===== src/rtl/symbol_slicer_rx.sv =====
// symbol_slicer_rx: integrate-and-dump slicer turning noisy oversampled symbols into LSB-first bytes
module symbol_slicer_rx #(
    parameter int SPB    = 4,
    parameter int THRESH = 128
) (
    input  logic       clk,
    input  logic       reset,
    input  logic [8:0] sample_in,
    input  logic       sample_valid,
    input  logic       sample_sof,
    output logic [7:0] data_out,
    output logic       data_valid,
    input  logic       data_ready,
    output logic       overrun,
    output logic       frame_err
);
    localparam int ACC_W = 9 + $clog2(SPB);
    localparam int CNT_W = (SPB > 1) ? $clog2(SPB) : 1;
    localparam logic [ACC_W-1:0] LIM  = ACC_W'(THRESH * SPB);
    localparam logic [CNT_W-1:0] LAST = CNT_W'(SPB - 1);

    typedef enum logic {IDLE, COLLECT} state_t;

    state_t           r_state;
    logic [ACC_W-1:0] r_acc;
    logic [CNT_W-1:0] r_cnt;
    logic [2:0]       r_bit_idx;
    logic [7:0]       r_bits;
    logic             r_done;
    logic [7:0]       r_byte;
    logic             r_ferr;
    logic [7:0]       r_data;
    logic             r_valid;
    logic             r_ovr;

    logic             w_take;
    logic             w_restart;
    logic [ACC_W-1:0] w_sum;
    logic [CNT_W-1:0] w_cnt;
    logic [2:0]       w_idx;
    logic [7:0]       w_bits;
    logic             w_bit_end;
    logic             w_bit;
    logic [7:0]       w_new_bits;
    logic             w_last_bit;

    // A sof sample always restarts the frame, so the running state is replaced by zeros before adding it
    always_comb begin
        w_take     = sample_valid & (r_state == COLLECT | sample_sof);
        w_restart  = sample_valid & sample_sof;
        w_sum      = (w_restart ? '0 : r_acc) + ACC_W'(sample_in);
        w_cnt      = w_restart ? '0 : r_cnt;
        w_idx      = w_restart ? '0 : r_bit_idx;
        w_bits     = w_restart ? '0 : r_bits;
        w_bit_end  = w_cnt == LAST;
        w_bit      = w_sum >= LIM;
        w_new_bits = {w_bit, w_bits[7:1]};
        w_last_bit = w_bit_end & (w_idx == 3'd7);
    end

    // Collection FSM: accumulate samples, slice each bit, hand a finished byte to the output stage
    always_ff @(posedge clk) begin
        if (reset) begin
            r_state   <= IDLE;
            r_acc     <= '0;
            r_cnt     <= '0;
            r_bit_idx <= '0;
            r_bits    <= '0;
            r_done    <= 1'b0;
            r_byte    <= '0;
            r_ferr    <= 1'b0;
        end else begin
            r_done <= 1'b0;
            r_ferr <= w_restart & (r_state == COLLECT);
            if (w_take) begin
                r_cnt     <= w_bit_end ? '0 : w_cnt + 1'b1;
                r_acc     <= w_bit_end ? '0 : w_sum;
                r_bits    <= w_bit_end ? w_new_bits : w_bits;
                r_bit_idx <= w_bit_end ? w_idx + 3'd1 : w_idx;
                r_state   <= w_last_bit ? IDLE : COLLECT;
                if (w_last_bit) begin
                    r_done <= 1'b1;
                    r_byte <= w_new_bits;
                end
            end
        end
    end

    // Output holding register: load a finished byte if the slot is free or draining, else drop it
    always_ff @(posedge clk) begin
        if (reset) begin
            r_data  <= '0;
            r_valid <= 1'b0;
            r_ovr   <= 1'b0;
        end else begin
            r_ovr <= 1'b0;
            if (r_done & r_valid & ~data_ready) begin
                r_ovr <= 1'b1;
            end else if (r_done) begin
                r_data  <= r_byte;
                r_valid <= 1'b1;
            end else if (data_ready) begin
                r_valid <= 1'b0;
            end
        end
    end

    assign data_out   = r_data;
    assign data_valid = r_valid;
    assign overrun    = r_ovr;
    assign frame_err  = r_ferr;
endmodule

===== config.mk =====
export PLATFORM = sky130hd
export DESIGN_NAME = symbol_slicer_rx
export DESIGN_NICKNAME = d
export VERILOG_FILES = /design/src/rtl/symbol_slicer_rx.sv
export SDC_FILE = /design/constraint.sdc
export NUM_CORES = 1
export LEC_CHECK = 0
export CAP_MARGIN = 20
export CORE_AREA = 2 2 83 85
export CTS_CLUSTER_SIZE = 10
export DETAILED_ROUTE_END_ITERATION = 12
export DIE_AREA = 0 0 85 87
export SETUP_SLACK_MARGIN = 0.3
export SLEW_MARGIN = 5
export SYNTH_ARGS = -nofsm -noshare
export SYNTH_HDL_FRONTEND = slang
export SYNTH_SLANG_ARGS = --single-unit
export TNS_END_PERCENT = 50

===== constraint.sdc =====
create_clock -name clk -period 3.3 [get_ports clk]
set_clock_uncertainty 0.05 [all_clocks]
set_input_delay 0.66 -clock clk [delete_from_list [all_inputs] [get_ports clk]]
set_output_delay 0.66 -clock clk [all_outputs]
set_load 0.01 [all_outputs]

==> results.toml <==
[status]
status = "complete, no violations"

[worst_setup_path]
slowest_stage = "clkdlybuf4s50_1"
crit_type = "input pin to flop"
cp_top_family = "compound AO/OA/AOI/OAI gates"
worstSetupEndpointType = "flop"
worstPathArrival_ns = 3.04
path_cells = "clkdlybuf4s50_1 -> nand2_2 -> and2_1 -> ha_1 -> fa_2 -> a21o_1 -> a221oi_4 -> o21ba_2 -> nor4b_2 -> a311o_1"
critPathBufInv = 1
path_max_fanout = 4
cp.required_ns = 3.44
start_kind = "input pin"
cp_slowest_stage_delay_ns = 0.50
timing.rr.start = "r_acc[0]"
crit_path_start = "sample_valid"

[finish]
antennaDiodeCount = 0
drive_gt1_share_pct = 13.2
fillers = 662
syn_to_final_growth_pct = 22.9
utilization_pct = 41.3
fin_nets = 298

[global_routing]
grt_pass1_wl_um = 7790
grt.busiest_layer = "met2"
track_usage_pct = 13.1
grt_max_degree = 29
antenna_found_initial = 0
met3_usage_pct = 2.94
grtUsageMet1_pct = 16.9
first_global_vias = 1661
grt_use_met2_pct = 21.6
grt-ovfl-total = 0

[timing]
fin_crit_ns = 2.90
whs_ns = 0.408
relSlewSlack_pct = 63.2
final_max_slew_viol_count = 0
setup_viol = 0
hold_viol = 0
worst_slew_pin_slew_ns = 0.552
timing.final.crit_share_pct = 87.8
fmax_mhz = 345
rsz0062_at_grt = "no"

[cts]
hold_buffers = 0
numCtsBuffers = 5
clkSlewWorstSetupHoldPaths_ns = 0.08
clock_latency_ns = 0.30
cts_tree = "done"
htree_levels = 2
cts-root-buf = "clkbuf_8"
clock_path_buffers = 2
cts_sinks = 44

[floorplan]
coreArea_mm2 = 0.00657
row_count = 30
io_pins = 25
die_width_um = 85
fp.dieH_um = 87
start_util_pct = 33.6
dieArea_mm2 = 0.00740

[detailed_routing]
drt_drc_violations_left = 0
post_drt_wl_per_cell_um = 12.9
postRouteAntennaNets = 0
dr_total_vias = 1834
wl_um = 4530
via_per_inst = 5.21
drt_pass1_iterations = 6
initialDrtViolationCount = 76

[pwr]
cellPowerDensity_mw_per_mm2 = 411
p_total_mw = 1.12
p_leak_nw = 1.10
ir_worst_vdd_mv = 0.249

[yosys]
yosysMostFrequentCell = "dfxtp_1"
synth_edf_count = 0
seq_area_frac_synth_pct = 39.9
ys_types = 54
synthCells = 238
netlist_area_mm2 = 0.00221
syn_area_per_cell_um2 = 9.28
synth_xor_area_share_pct = 2.78
netlist_top_cells_count = "dfxtp_1, nand2_1, a21oi_1, nor2_1, and2_1"
yosysWarnings = 0
synthMuxAreaShare_pct = 3.63
synthesis.nets = 265
synth-simple-area-share_pct = 21.8
synth-adder-area-share_pct = 7.71
synthArstFlopShare_pct = 0
synth_top_family_by_area = "simple AND/OR/NAND/NOR gates"
synth-compound-area-share_pct = 21.2
synth_flop_cell = "dfxtp_1"
ys_seq_elements = 44
synth_top_cells_by_area = "dfxtp_1, ha_1, and2_1"
yosys.area.top_type = "dfxtp_1"
synth_top_area_share_pct = 39.9

[worst_hold_path]
hold_class = "flop to flop"
min_from = "r_cnt[1]"

[place]
port_buffers = 24
gp_congestion = 0.737
dpl.hpwl_um = 3280

[job]
max_cap_viol_count = 0
## placed cells by master, fill, tap and decap left out, types with 3 or more instances in the layout
master / instances
xnor2_1: 4
and2_1: 17
a22oi_1: 6
a21oi_1: 20
nand3_1: 4
dfxtp_1: 44
ha_1: 12
nand3b_1: 4
a22o_1: 7
mux2i_1: 8
inv_1: 5
nand2_1: 22
clkbuf_8: 5
nor2_1: 20
o21ai_0: 3
clkdlybuf4s50_1: 24
a21o_1: 4
buf_4: 12
nor4_1: 3
## area by class of cell
class | instances | area [um^2] | share of cell area (%)
multi-input cells | 179 | 1270 | 46.9
flip-flops and latches | 44 | 881 | 32.4
repair buffers | 36 | 330 | 12.2
well taps | 80 | 100 | 3.69
clock buffers | 5 | 68.8 | 2.53
clock inverters | 3 | 42.5 | 1.57
inverters | 5 | 18.8 | 0.691
## sequential cells by signal, indices dropped and copies added, names as in the netlist
| name | count |
|---|---|
| data_out | 8 |
| data_valid | 1 |
| frame_err | 1 |
| overrun | 1 |
| r_acc | 11 |
| r_bit_idx | 3 |
| r_bits | 7 |
| r_byte | 8 |
| r_cnt | 2 |
| r_done | 1 |
| r_state | 1 |
## power breakdown
group	internal (mW)	switching (mW)	total, mW
Clock	0.224	0.186	0.410
Sequential	0.543	0.00677	0.550
Combinational	0.0749	0.0825	0.157
## path summary, 6_finish.rpt
kind,depth (start not counted),slack (ns),to
worst max-delay path,10,0.40,r_acc[8]
worst min-delay path,2,0.41,r_cnt[1]
worst max register to register,8,1.09,r_acc[8]
worst min register to register,2,0.41,r_cnt[1]
## layer usage
layer	wire [um]	vias up
li1	-	922
met2	2070	42
met3	189	7
met1	2200	863
met4	66	0
met5	0	-
## cells by family (layout without fill, tap and decap cells)
group           after synthesis  count (layout)
buf+inv                      15              49
mux                           8               8
xor+xnor                      7               7
flops                        44              44
fa+ha+maj                    13              13
simple gates                 88              88
compound gates               63              63
## worst min-delay path, delay by kind of cell (launching register included)
kind,cells,cell delay (ns)
DFF,1,0.31
and+or+nand+nor,1,0.05
AOI/OAI and AO/OA,1,0.05
## repair_timing
action | CTS | global route
buffers inserted | 0 | 1
endpoints found under the hold margin | 0 | 0
gates resized for setup | 0 | 3
setup endpoints to repair | 0 | 4
## metrics by stage
stage | setup slack (ns) | instances | area [um^2] | TNS, ns
2_1_floorplan | 0.500 | 238 | 2210 | 0
3_3_place_gp | 0.0349 | 343 | 2580 | 0
3_5_place_dp | -0.00771 | 343 | 2580 | -0.00771
4_1_cts | 0.309 | 351 | 2700 | 0
5_1_grt | 0.295 | 352 | 2720 | 0
6_report | 0.402 | 352 | 2720 | 0
No activity file was read; power rests on OpenSTA's default activity.
